$ cat config.mk
export PLATFORM = sky130hd
export DESIGN_NAME = pht_access_ctrl
export DESIGN_NICKNAME = d
export VERILOG_FILES = /design/src/rtl/bp_pkg.sv /design/src/rtl/pht_upd_fifo.sv /design/src/rtl/pht_access_ctrl.sv
export SDC_FILE = /design/constraint.sdc
export NUM_CORES = 1
export LEC_CHECK = 0
export CAP_MARGIN = 15
export CORE_ASPECT_RATIO = 0.75
export CORE_UTILIZATION = 25
export DETAILED_ROUTE_END_ITERATION = 8
export DONT_BUFFER_PORTS = 1
export PLACE_DENSITY_LB_ADDON = 0.08
export SYNTH_ARGS = -nofsm -noshare
export SYNTH_HDL_FRONTEND = slang
export SYNTH_HIERARCHICAL = 1
export SYNTH_SLANG_ARGS = --single-unit
$ cat constraint.sdc
create_clock -name clk -period 3.21 [get_ports clk]
set_input_delay 0.321 -clock clk [delete_from_list [all_inputs] [get_ports clk]]
set_output_delay 0.321 -clock clk [all_outputs]
set_load 0.05 [all_outputs]
$ cat src/rtl/bp_pkg.sv
// Shared branch-predictor definitions: default geometry, PHT controller states
// and the 2-bit saturating counter update.
package bp_pkg;

    localparam int IDX_W_DEF  = 12;
    localparam int GHR_W_DEF  = 12;
    localparam int QDEPTH_DEF = 4;

    typedef enum logic [1:0] {
        ST_INIT   = 2'd0,
        ST_IDLE   = 2'd1,
        ST_UPD_RD = 2'd2,
        ST_UPD_WR = 2'd3
    } pht_state_e;

    function automatic logic [1:0] sat2(input logic [1:0] cnt, input logic taken);
        logic [1:0] res;
        if (taken) begin
            res = (cnt == 2'b11) ? 2'b11 : cnt + 2'b01;
        end else begin
            res = (cnt == 2'b00) ? 2'b00 : cnt - 2'b01;
        end
        return res;
    endfunction

endpackage

$ cat src/rtl/pht_upd_fifo.sv
// Small in-order FIFO of resolved-branch updates {idx, taken}; the head entry
// stays stable until popped so a read-modify-write can use it for several cycles.
module pht_upd_fifo #(
    parameter int IDX_W  = 12,
    parameter int QDEPTH = 4,
    parameter int CNT_W  = $clog2(QDEPTH + 1)
) (
    input  logic             clk,
    input  logic             rst_n,
    input  logic             push,
    input  logic [IDX_W-1:0] push_idx,
    input  logic             push_taken,
    input  logic             pop,
    output logic             full,
    output logic             empty,
    output logic [CNT_W-1:0] count,
    output logic [IDX_W-1:0] head_idx,
    output logic             head_taken
);

    localparam int PTR_W = (QDEPTH > 1) ? $clog2(QDEPTH) : 1;

    logic [IDX_W:0]   mem_q [QDEPTH];
    logic [IDX_W:0]   mem_d [QDEPTH];
    logic [PTR_W-1:0] wr_ptr_q, wr_ptr_d;
    logic [PTR_W-1:0] rd_ptr_q, rd_ptr_d;
    logic [CNT_W-1:0] count_q, count_d;
    logic             push_ok_s, pop_ok_s;

    function automatic logic [PTR_W-1:0] next_ptr(input logic [PTR_W-1:0] p);
        logic [PTR_W-1:0] n;
        if (p == PTR_W'(QDEPTH - 1)) begin
            n = '0;
        end else begin
            n = p + PTR_W'(1);
        end
        return n;
    endfunction

    assign full       = (count_q == CNT_W'(QDEPTH));
    assign empty      = (count_q == '0);
    assign count      = count_q;
    assign head_idx   = mem_q[rd_ptr_q][IDX_W-1:0];
    assign head_taken = mem_q[rd_ptr_q][IDX_W];
    assign push_ok_s  = push & ~full;
    assign pop_ok_s   = pop & ~empty;

    // Next-state for storage, pointers and occupancy.
    always_comb begin
        mem_d    = mem_q;
        wr_ptr_d = wr_ptr_q;
        rd_ptr_d = rd_ptr_q;
        count_d  = count_q;
        if (push_ok_s) begin
            mem_d[wr_ptr_q] = {push_taken, push_idx};
            wr_ptr_d        = next_ptr(wr_ptr_q);
        end else begin
            wr_ptr_d = wr_ptr_q;
        end
        if (pop_ok_s) begin
            rd_ptr_d = next_ptr(rd_ptr_q);
        end else begin
            rd_ptr_d = rd_ptr_q;
        end
        case ({push_ok_s, pop_ok_s})
            2'b10:   count_d = count_q + CNT_W'(1);
            2'b01:   count_d = count_q - CNT_W'(1);
            default: count_d = count_q;
        endcase
    end

    // FIFO state registers with synchronous active-low reset.
    always_ff @(posedge clk) begin
        if (!rst_n) begin
            for (int i = 0; i < QDEPTH; i++) begin
                mem_q[i] <= '0;
            end
            wr_ptr_q <= '0;
            rd_ptr_q <= '0;
            count_q  <= '0;
        end else begin
            mem_q    <= mem_d;
            wr_ptr_q <= wr_ptr_d;
            rd_ptr_q <= rd_ptr_d;
            count_q  <= count_d;
        end
    end

endmodule

$ cat src/rtl/pht_access_ctrl.sv
// Arbitrates the single-port gshare PHT between fetch lookups and buffered
// execute-stage counter updates; owns the GHR and the post-reset table sweep.
module pht_access_ctrl
    import bp_pkg::*;
#(
    parameter int IDX_W  = IDX_W_DEF,
    parameter int GHR_W  = GHR_W_DEF,
    parameter int QDEPTH = QDEPTH_DEF
) (
    input  logic             clk,
    input  logic             rst_n,
    input  logic             lk_valid,
    input  logic [31:0]      lk_pc,
    output logic             lk_ready,
    output logic             lk_resp_valid,
    output logic             lk_taken,
    output logic [IDX_W-1:0] lk_idx,
    input  logic             up_valid,
    input  logic [IDX_W-1:0] up_idx,
    input  logic             up_taken,
    output logic             up_ready,
    input  logic             mispredict,
    input  logic [GHR_W-1:0] mp_ghr,
    output logic             pht_en,
    output logic             pht_we,
    output logic [IDX_W-1:0] pht_addr,
    output logic [1:0]       pht_wdata,
    input  logic [1:0]       pht_rdata,
    output logic [GHR_W-1:0] ghr
);

    localparam int CNT_W = $clog2(QDEPTH + 1);

    pht_state_e       state_q, state_d;
    logic [IDX_W-1:0] init_ptr_q, init_ptr_d;
    logic [GHR_W-1:0] ghr_q, ghr_d;
    logic             resp_valid_q, resp_valid_d;
    logic [IDX_W-1:0] lk_idx_q, lk_idx_d;
    logic [1:0]       new_cnt_q, new_cnt_d;

    logic [IDX_W-1:0] lk_hash_s;
    logic             lk_taken_s;
    logic             upd_go_s;
    logic             pht_en_s, pht_we_s;
    logic [IDX_W-1:0] pht_addr_s;
    logic [1:0]       pht_wdata_s;
    logic             lk_ready_s;
    logic             fifo_push_s, fifo_pop_s;
    logic             fifo_full_s, fifo_empty_s;
    logic [CNT_W-1:0] fifo_count_s;
    logic [IDX_W-1:0] head_idx_s;
    logic             head_taken_s;
    logic             unused_pc_s;

    assign lk_hash_s   = lk_pc[IDX_W+1:2] ^ IDX_W'(ghr_q);
    assign unused_pc_s = ^{lk_pc[31:IDX_W+2], lk_pc[1:0]};
    // The read issued on the accept cycle returns in the response cycle.
    assign lk_taken_s  = resp_valid_q & pht_rdata[1];
    assign upd_go_s    = fifo_full_s | (~fifo_empty_s & ~lk_valid);
    assign fifo_push_s = up_valid & up_ready;

    pht_upd_fifo #(
        .IDX_W  (IDX_W),
        .QDEPTH (QDEPTH),
        .CNT_W  (CNT_W)
    ) u_fifo (
        .clk        (clk),
        .rst_n      (rst_n),
        .push       (fifo_push_s),
        .push_idx   (up_idx),
        .push_taken (up_taken),
        .pop        (fifo_pop_s),
        .full       (fifo_full_s),
        .empty      (fifo_empty_s),
        .count      (fifo_count_s),
        .head_idx   (head_idx_s),
        .head_taken (head_taken_s)
    );

    // Port sequencing FSM: sweep, then lookup vs. update arbitration and RMW.
    always_comb begin
        state_d      = state_q;
        init_ptr_d   = init_ptr_q;
        resp_valid_d = 1'b0;
        lk_idx_d     = lk_idx_q;
        new_cnt_d    = new_cnt_q;
        pht_en_s     = 1'b0;
        pht_we_s     = 1'b0;
        pht_addr_s   = '0;
        pht_wdata_s  = 2'b00;
        lk_ready_s   = 1'b0;
        fifo_pop_s   = 1'b0;
        case (state_q)
            ST_INIT: begin
                pht_en_s    = 1'b1;
                pht_we_s    = 1'b1;
                pht_addr_s  = init_ptr_q;
                pht_wdata_s = 2'b11;
                if (init_ptr_q == '1) begin
                    init_ptr_d = '0;
                    state_d    = ST_IDLE;
                end else begin
                    init_ptr_d = init_ptr_q + IDX_W'(1);
                end
            end
            ST_IDLE: begin
                if (upd_go_s) begin
                    pht_en_s   = 1'b1;
                    pht_addr_s = head_idx_s;
                    state_d    = ST_UPD_RD;
                end else if (lk_valid) begin
                    lk_ready_s   = 1'b1;
                    pht_en_s     = 1'b1;
                    pht_addr_s   = lk_hash_s;
                    lk_idx_d     = lk_hash_s;
                    // A redirect kills the response of a lookup accepted alongside it.
                    resp_valid_d = ~mispredict;
                end else begin
                    state_d = ST_IDLE;
                end
            end
            ST_UPD_RD: begin
                new_cnt_d = sat2(pht_rdata, head_taken_s);
                state_d   = ST_UPD_WR;
            end
            ST_UPD_WR: begin
                pht_en_s    = 1'b1;
                pht_we_s    = 1'b1;
                pht_addr_s  = head_idx_s;
                pht_wdata_s = new_cnt_q;
                fifo_pop_s  = 1'b1;
                state_d     = ST_IDLE;
            end
            default: begin
                state_d    = ST_INIT;
                init_ptr_d = '0;
            end
        endcase
    end

    // Speculative history: restore on redirect, otherwise shift in predictions.
    always_comb begin
        ghr_d = ghr_q;
        if (mispredict) begin
            ghr_d = mp_ghr;
        end else if (resp_valid_q) begin
            ghr_d = {ghr_q[GHR_W-2:0], lk_taken_s};
        end else begin
            ghr_d = ghr_q;
        end
    end

    // Port outputs are held quiet while reset is asserted so no write lands on the reset edge.
    always_comb begin
        if (rst_n) begin
            pht_en    = pht_en_s;
            pht_we    = pht_we_s;
            pht_addr  = pht_addr_s;
            pht_wdata = pht_wdata_s;
            lk_ready  = lk_ready_s;
            up_ready  = (state_q != ST_INIT) && (fifo_count_s != CNT_W'(QDEPTH));
        end else begin
            pht_en    = 1'b0;
            pht_we    = 1'b0;
            pht_addr  = '0;
            pht_wdata = 2'b00;
            lk_ready  = 1'b0;
            up_ready  = 1'b0;
        end
    end

    // Controller state registers with synchronous active-low reset.
    always_ff @(posedge clk) begin
        if (!rst_n) begin
            state_q      <= ST_INIT;
            init_ptr_q   <= '0;
            ghr_q        <= '0;
            resp_valid_q <= 1'b0;
            lk_idx_q     <= '0;
            new_cnt_q    <= 2'b00;
        end else begin
            state_q      <= state_d;
            init_ptr_q   <= init_ptr_d;
            ghr_q        <= ghr_d;
            resp_valid_q <= resp_valid_d;
            lk_idx_q     <= lk_idx_d;
            new_cnt_q    <= new_cnt_d;
        end
    end

    assign lk_resp_valid = resp_valid_q;
    assign lk_taken      = lk_taken_s;
    assign lk_idx        = lk_idx_q;
    assign ghr           = ghr_q;

endmodule

# [Word level (Yosys, flattened, before mapping)]
# Index checks and enable logic that the tools add are counted.
[classes] addsub=7 magnitude_cmp=3 n_eq_ne=13 muxes=36 n_bitwise=16 n_reduce_logical=12
[ops] cell="two-way mux 12 bit" n=6
[ops] cell="bitwise mux 52 bit" n=1
[ops] cell="two-way mux 13 bit" n=3
[ops] cell="case mux 12 bit (3 select lines)" n=1
[ops] cell="binary-select mux 13 bit (select 2 bit)" n=1
[ops] cell="demux 13 bit (select 2 bit)" n=1
[ops] cell="two-way mux 2 bit" n=9
[ops] cell="adder 12 x 1 -> 12 bit (second input constant)" n=1
[ops] cell="== test 12 bit (second input constant)" n=1
[ops] cell="== test 2 bit (second input constant)" n=6
[ops] cell="XOR 12 bit" n=1
[ops] cell="two-way mux 1 bit" n=10
[ops] cell="case mux 2 bit (4 select lines)" n=1
[ops] cell="inverter 1 bit" n=7
[ops] cell="adder 2 x 1 -> 2 bit (second input constant)" n=3
[ops] cell=">= comparator 3 bit (second input constant)" n=2
[ops] cell="!= test 3 bit (second input constant)" n=2
[ops] cell="inverter 2 -> 3 bit" n=2
[ops] cell="case mux 3 bit (2 select lines)" n=1
[ops] cell="nonzero test 2 bit" n=3
[ops] cell="bitwise AND 1 bit" n=5
[ops] cell="== test 2 x 1 -> 1 bit (second input constant)" n=2
[ops] cell="zero test 2 bit" n=2
[ops] cell="case mux 2 bit (2 select lines)" n=1
[ops] cell="14 further kinds" n=15
[word_totals] regBits=100 inputBits=64 output_inout_bits=44

# [Longest topological paths before layout]
# Gate-level depths: netlist of run 1.
[logic_depth] depth_word=7 ltp_mapped=14

# [Hierarchy]
# Netlist of run 1, hierarchy kept.
[modules_own_cells] module="pht_upd_fifo" instances=1 cells_each=255 area_each_um2=2713.9 seq_area_each_um2=1181.1
[modules_own_cells] module="pht_access_ctrl" instances=1 cells_each=269 area_each_um2=2215.9 seq_area_each_um2=820.8

# [Least setup slack after synthesis of run 1]
# OpenSTA, ideal clock, no wires.
[synth_path] path_type="reg-to-reg" start="register state_q[0]" end="register u_fifo.count_q[2] (netlist: u_fifo/count[2])" setup_time_ps=76 arrival_ps=2770 required_ps=3134 path_slack_ps=365 stages_incl_launch_ff=15 cell_sequence="dfxtp_1 inv_1 ha_1 clkbuf_1 inv_1 o311a_1 and2_1 and2_2 inv_1 ha_1 inv_1 fa_1 xor2_1 or3_1 a21boi_0"
[synth_via] elab_chain_cells=7
[synth_rtl] element="from (decl)" line_no="pht_access_ctrl.sv:34" rtl="pht_state_e state_q, state_d;"
[synth_rtl] element="from (signal assigned)" line_no="pht_access_ctrl.sv:182" rtl="state_q <= state_d;"
[synth_rtl] element="nonzero test 2 bit (*)" line_no="pht_access_ctrl.sv:161" rtl="up_ready = (state_q != ST_INIT) && (fifo_count_s != CNT_W'(QDEPTH));"
[synth_rtl] element="logical AND 1 bit (*)" line_no="pht_access_ctrl.sv:161"
[synth_rtl] element="two-way mux 1 bit (*)" line_no="pht_access_ctrl.sv:155" rtl="if (rst_n) begin"
[synth_rtl] element="named net up_ready" line_no="pht_access_ctrl.sv:21" rtl="output logic up_ready,"
[synth_rtl] element="bitwise AND 1 bit (*)" line_no="pht_access_ctrl.sv:60" rtl="assign fifo_push_s = up_valid & up_ready;"
[synth_rtl] element="named net fifo_push_s" line_no="pht_access_ctrl.sv:48" rtl="logic fifo_push_s, fifo_pop_s;"
[synth_rtl] element="bitwise AND 1 bit (*)" line_no="pht_upd_fifo.sv:45" rtl="assign push_ok_s = push & ~full;"
[synth_rtl] element="== test 2 x 1 -> 1 bit / == test 2 bit (equally long branches)" line_no="pht_upd_fifo.sv:65" rtl="case ({push_ok_s, pop_ok_s})"
[synth_rtl] element="case mux 3 bit (2 select lines) / nonzero test 2 bit (equally long branches)"
[synth_rtl] element="to (signal assigned)" line_no="pht_upd_fifo.sv:85" rtl="count_q <= count_d;"
[synth_rtl] element="to (decl)" line_no="pht_upd_fifo.sv:27" rtl="logic [CNT_W-1:0] count_q, count_d;"
# Mark *: on every way through the listed nets, which the timed path passes. The rest lies on a longest branch.
# A chain may end at the register's enable or synchronous reset.

# [Worst setup path after layout of run 1]
[layout_path] start="register u_fifo.count_q[2] (netlist: u_fifo/count[2])" end="output pht_addr[0]"
[layout_rtl] element="== test 3 bit" line_no="pht_upd_fifo.sv:40" rtl="assign full = (count_q == CNT_W'(QDEPTH));"
[layout_rtl] element="named net fifo_full_s" line_no="pht_access_ctrl.sv:49" rtl="logic fifo_full_s, fifo_empty_s;"
[layout_rtl] element="bitwise OR 1 bit" line_no="pht_access_ctrl.sv:59" rtl="assign upd_go_s = fifo_full_s | (~fifo_empty_s & ~lk_valid);"
[layout_rtl] element="two-way mux 12 bit" line_no="pht_access_ctrl.sv:107" rtl="if (upd_go_s) begin"
[layout_rtl] element="case mux 12 bit (3 select lines)" line_no="pht_access_ctrl.sv:93" rtl="case (state_q)"
[layout_rtl] element="two-way mux 12 bit" line_no="pht_access_ctrl.sv:155"
[layout_rtl] element="to (decl)" line_no="pht_access_ctrl.sv:26" rtl="output logic [IDX_W-1:0] pht_addr,"
# The timed path passes the listed nets, and every way through them passes these cells.

==> impl_metrics.py, run 1 <==
metrics = {
    "run_status": {
        "status": "completed",
    },
    "sta": {
        "max_slew.worst_pin.slew_ns": 0.682,
        "hold_viol": 0,
        "slew_headroom": 0.544,
        "fin_skew_ns": 0.00729,
        "fmax_ghz": 0.338,
        "finalWorstPathRequiredPeriod_ns": 2.96,
        "fin_crit_sh": 0.921,
        "rsz0062_at_grt": "no",
        "slew_violations": 0,
        "tns_ns": 0,
        "setup_viol": 0,
    },
    "placement": {
        "io_buffers": 0,
        "gp_congestion": 0.755,
        "hpwl_um": 8860,
    },
    "setup_path": {
        "critPathKind": "register to output port",
        "cp_top_family": "compound AO/OA/AOI/OAI gates",
        "cp.required_ns": 2.89,
        "path_cells": "or3b_1, inv_1, o21bai_1, a21o_1, a222oi_1, nor2_1, buf_4",
        "arrival_ns": 2.64,
        "crit_path_end_kind": "output port",
        "cp_slowest_stage_delay_ns": 0.48,
        "cp_slowest_cell": "or3b_1",
        "cp_num_buf_inv": 2,
        "cp_max_fo": 12,
        "start_kind": "register",
    },
    "yosys": {
        "ys_seq_area_frac": 0.406,
        "syn_avg_cell_area_um2": 9.41,
        "synth-edff-count": 0,
        "ys_seq_elements": 100,
        "synthCells": 524,
        "yosysTopAreaCell": "dfxtp_1",
        "ys_dominant_reg_cell": "dfxtp_1",
        "synth_area_mm2": 0.00493,
        "async_flop_share": 0,
        "yosys-top-cells-count": "116 x nand2_1, 100 x dfxtp_1, 64 x mux2i_1",
        "syn_nets": 600,
        "yosysWarnings": 6,
        "ys_top_cells_by_area": "dfxtp_1 41%, mux2i_1 13%, nand2_1 8.8%, mux4_2 5.9%, xor2_1 2.8%",
        "ys_types": 42,
        "netlist.area_leader.share": 0.406,
        "synth.most_common_cell": "nand2_1",
    },
    "detailed_routing": {
        "wl_per_cell_um": 16.3,
        "via_count": 3578,
        "via_per_inst": 4.57,
        "wl_um": 12800,
        "drc": 0,
        "first_pass_iters": 5,
        "drt-initial-drc-count": 225,
        "ant_nets": 0,
    },
    "global_route": {
        "grt_max_degree": 116,
        "antenna_found_initial": 0,
        "grt_pass1_vias": 3459,
        "gr-usage-all-layers": 0.130,
        "grt_pass1_wl_um": 19500,
        "grt_overflow": 0,
    },
    "clock_network": {
        "postCtsHoldBufs": 0,
        "clkTransAtPathRegs_ns": 0.07,
        "cts_tree": "yes",
        "cts_max_level": 3,
        "cts.sinks": 100,
        "cts-root-buf": "clkbuf_16",
        "cts_setup_buffers": 0,
        "clk_path_buf_depth": 2,
        "clk_latency_ns": 0.35,
        "ctsResizeCount": 0,
        "cts_made_buffers": 9,
    },
    "die": {
        "io_pins": 108,
        "die-area_mm2": 0.0203,
        "coreArea_mm2": 0.0193,
        "initial_core_util": 0.255,
        "die_w_um": 164,
        "die_h_um": 124,
        "rows": 44,
    },
    "power": {
        "p_clk_frac": 0.436,
        "internal_power_uw": 2040,
        "total_power_uw": 2750,
        "p_per_area_mw_per_mm2": 499,
        "power.switching_uw": 709,
        "p_leak_uw": 0.00196,
        "vdd_drop_max_mv": 0.234,
        "comb_power_share": 0.077,
        "seqPwrFrac": 0.487,
        "p_sw_frac": 0.258,
    },
    "cells_and_area": {
        "syn_to_final_growth_pct": 12.0,
        "diodes": 0,
        "drive_above_1_share": 0.108,
        "fillerInstances": 2018,
        "finish.net_count": 601,
    },
    "job": {
        "maxCapViolations": 0,
    },
    "worst_hold_path": {
        "hp-class": "input port to register",
    },
}
==> power groups by stage <==
| stage | Clock (uW) | Combinational [uW] | Sequential [uW] |
|---|---|---|---|
| global placement | 0 | 212 | 1370 |
| detailed placement | 0 | 216 | 1370 |
| global route | 1290 | 235 | 1350 |
| CTS | 1240 | 216 | 1340 |
| finish | 1200 | 213 | 1340 |
| floorplan | 0 | 181 | 1360 |
==> layout make-up <==
| type | count | area (um^2) | share of cell area |
|---|---|---|---|
| inverter | 15 | 56.3 | 0.0102 |
| timing repair buffer | 25 | 188 | 0.0340 |
| tap | 253 | 317 | 0.0573 |
| sequential | 100 | 2000 | 0.363 |
| multi-input combinational | 374 | 2640 | 0.478 |
| clock inverter | 4 | 72.6 | 0.0131 |
| clock buffer | 12 | 246 | 0.0447 |
==> path summary, 6_finish.rpt <==
kind                     from                to  slack, ns  cells after the start
min                mispredict     lk_resp_valid       0.04                      1
max reg2reg        state_q[0]   u_fifo/count[2]       0.57                     13
max           u_fifo/count[2]       pht_addr[0]       0.25                      7
min reg2reg  u_fifo/mem_q[44]  u_fifo/mem_q[44]       0.45                      2
==> per-layer routing <==
layer	vias to the layer above	global-route usage	share of wire
li1	1804	-	-
met4	0	0.0318	0.0055
met5	-	0	0
met3	4	0.0456	0.042
met1	1724	0.174	0.49
met2	46	0.197	0.46
==> metrics by stage <==
stage | std cells | setup WS, ns | utilization | instance area (um^2) | hold WS [ns]
CTS | 783 | 0.228 | 0.286 | 5520 | 0.0250
floorplan | 524 | 0.365 | - | 4930 | 0.432
detailed placement | 767 | 0.575 | 0.269 | 5200 | 0.408
finish | 783 | 0.252 | 0.286 | 5520 | 0.0408
global route | 783 | 0.0419 | 0.286 | 5520 | 0.0197
global placement | 767 | 0.637 | 0.269 | 5200 | 0.399
==> registers in the layout, summed over array words and instances (netlist names) <==
signal           cells
state_q              2
lk_resp_valid        1
u_fifo/count         3
u_fifo/mem_q        52
new_cnt_q            2
u_fifo/rd_ptr_q      2
ghr                 12
u_fifo/wr_ptr_q      2
lk_idx              12
init_ptr_q          12
==> cell families after synthesis <==
kind of cell    Yosys count  synth area share
compound gates           65            0.0931
xor+xnor                 23            0.0409
fa+ha+maj                12            0.0320
mux                      77             0.189
flops                   100             0.406
simple gates            197             0.179
buf+inv                  50            0.0591
==> worst reg2reg max path: cells and delay by family, from the launching register on <==
kind	cells	cell delay, ns
buffers and inverters	4	0.31
flip-flops	1	0.34
XOR/XNOR	1	0.16
AND/OR/NAND/NOR	3	0.74
adder cells (fa/ha/maj)	3	0.72
AO/OA/AOI/OAI	2	0.31
==> cells in the final DEF, fill, tap and decap left out, types with 5 or more instances in the layout <==
cell and n:
nand2_1 116, dfxtp_1 100, mux2i_1 64, nor2_1 27, buf_4 25, o21ai_0 21, and2_1 18, xor2_1 16
a21boi_0 16, inv_1 15, mux4_2 13, a222oi_1 12, ha_1 11, clkbuf_16 9, nand3_1 8, xnor2_1 7
and3_1 6, a21oi_1 5, nand4_1 5
Note: power is estimated with default switching activity, not from simulation.
==> run 2: changes to the inputs <==
- SKIP_LAST_GASP: default -> 1
==> results of run 2 <==
No change in the layout: final DEF, timing and power equal those of run 1.
==> run 3: changes to the inputs <==
- CORE_MARGIN: default -> 2
- SETUP_SLACK_MARGIN: default -> 0.15
==> run 3 against run 2 <==
  * Non-clock buffer count is the same
  * Core utilization grew 0.19 points
  * Global-route usage shrank 0.11 points
  * Die area grew 2.9%
  * First-iteration DRC count shrank 17%
  * Clock skew grew 0.0012 ns
  * Sequential share of layout area shrank 0.24 points
  * Total power grew 4.5%
  * Critical path type unchanged
  * Largest power group unchanged
  * Highest routed layer unchanged
==> impl_metrics.py, run 3 (synthesis results as in run 1) <==
metrics = {
    "setup_path": {
        "rr_worst_depth": 13,
        "cp_slowest_stage_delay_ns": 0.50,
        "arrival_ns": 2.47,
        "cp_num_buf_inv": 2,
        "path_cells": "or3b_1, inv_1, o21bai_1, a21o_2, a222oi_1, nor2_1, buf_4",
        "cp_top_family": "simple AND/OR/NAND/NOR gates",
        "worstReg2RegStart": "state_q[0]",
        "worst-path-stages": 7,
        "cp.required_ns": 2.89,
        "critPathKind": "register to output port",
        "r2r_slack_ns": 0.55,
        "cp_slowest_cell": "or3b_1",
        "worstReg2RegEnd": "u_fifo/count[2]",
        "crit_path_end_kind": "output port",
        "cp_max_fo": 12,
        "start_kind": "register",
    },
    "die": {
        "die_h_um": 126,
        "io_pins": 108,
        "initial_core_util": 0.255,
        "die_w_um": 166,
        "coreArea_mm2": 0.0193,
        "rows": 44,
        "die-area_mm2": 0.0209,
    },
    "power": {
        "seqPwrFrac": 0.467,
        "power.switching_uw": 701,
        "p_clk_frac": 0.460,
        "p_sw_frac": 0.244,
        "p_leak_uw": 0.00198,
        "p_per_area_mw_per_mm2": 518,
        "comb_power_share": 0.074,
        "vdd_drop_max_mv": 0.200,
        "internal_power_uw": 2180,
    },
    "clock_network": {
        "cts_made_buffers": 9,
        "clk_path_buf_depth": 2,
        "postCtsHoldBufs": 0,
        "ctsResizeCount": 0,
        "cts.sinks": 100,
        "cts_setup_buffers": 0,
        "clkTransAtPathRegs_ns": 0.07,
        "cts-root-buf": "clkbuf_16",
        "clk_latency_ns": 0.35,
        "cts_max_level": 3,
        "cts_tree": "yes",
    },
    "detailed_routing": {
        "wl_um": 13000,
        "ant_nets": 0,
        "first_pass_iters": 5,
        "drc": 0,
        "via_count": 3586,
        "drt-initial-drc-count": 186,
        "via_per_inst": 4.59,
        "wl_per_cell_um": 16.6,
    },
    "worst_hold_path": {
        "hp-start": "mispredict",
        "hp-class": "input port to register",
        "min_path_cells": 1,
        "holdPathEnd": "lk_resp_valid",
    },
    "cells_and_area": {
        "diodes": 0,
        "syn_to_final_growth_pct": 12.7,
        "drive_above_1_share": 0.110,
        "largest_reg_flops": 52,
        "seqCellArea_mm2": 0.00200,
        "top_register": "u_fifo/mem_q",
        "layout_commonest_cell": "nand2_1",
        "fillerInstances": 2042,
        "final_cell_mix": "116 x nand2_1, 100 x dfxtp_1, 64 x mux2i_1",
        "finish.net_count": 601,
        "multi_input_area_mm2": 0.00264,
    },
    "global_route": {
        "grt_pass1_wl_um": 20800,
        "gr-usage-all-layers": 0.128,
        "grt_max_degree": 116,
        "grt_overflow": 0,
        "antenna_found_initial": 0,
        "grt_pass1_vias": 3573,
    },
    "sta": {
        "setup_viol": 0,
        "slew_violations": 0,
        "max_slew.worst_pin.slew_ns": 0.715,
        "fin_crit_sh": 0.869,
        "fmax_ghz": 0.358,
        "rsz0062_at_grt": "no",
        "finalWorstPathRequiredPeriod_ns": 2.79,
        "hold_viol": 0,
        "fin_skew_ns": 0.00848,
        "whs_ns": 0.0423,
        "tns_ns": 0,
        "slew_headroom": 0.522,
    },
    "placement": {
        "io_buffers": 0,
        "hpwl_um": 9060,
        "gp_congestion": 0.728,
    },
    "run_status": {
        "status": "completed",
    },
    "job": {
        "maxCapViolations": 0,
    },
}
[run 3: cell types whose count changed in the layout (fill, tap and decap cells not counted), sizes merged]
cell | before | now
bufinv | 2 | 4
clkinvlp | 1 | 0
clkbuf | 12 | 10
[run 3: area by class of cell]
class / instances / area share
multi-input combinational: 374 / 0.475
sequential: 100 / 0.360
inverter: 15 / 0.0101
timing repair buffer: 25 / 0.0338
clock inverter: 5 / 0.0225
tap: 253 / 0.0570
clock buffer: 10 / 0.0412
[run 3: power groups by stage]
stage	clock network (uW)	logic [uW]	registers, uW
final	1320	212	1340
after global routing	1410	234	1350
after CTS	1370	218	1340
after detailed placement	0	217	1370
after global placement	0	214	1370
after floorplan	0	181	1360
[run 3: through the flow]
stage               total power (uW)  cells   util  setup slack [ns]  area, um^2
CTS                             2930    782  0.287             0.257        5560
floorplan                       1540    524      -             0.365        4930
global placement                1590    767  0.269             0.618        5200
finish                          2880    782  0.288             0.419        5560
global route                    2990    782  0.288             0.213        5560
detailed placement              1590    767  0.269             0.567        5200
[run 3: routing by layer]
layer	wire length, um	vias up	track usage	share of wire
met1	6410	1717	0.173	0.49
met3	591	8	0.0390	0.046
met4	102	0	0.0292	0.0079
met2	5850	60	0.204	0.45
met5	0	-	0	0
li1	-	1801	-	-
[run 3: how the worst max path moves through the flow]
stage | from | end
after floorplan | state_q[0] | u_fifo/count[2]
after global placement | state_q[0] | u_fifo/count[2]
after detailed placement | state_q[0] | u_fifo/count[2]
after CTS | u_fifo/count[2] | pht_addr[0]
after global routing | u_fifo/count[0] | pht_addr[8]
final | u_fifo/count[2] | pht_addr[0]
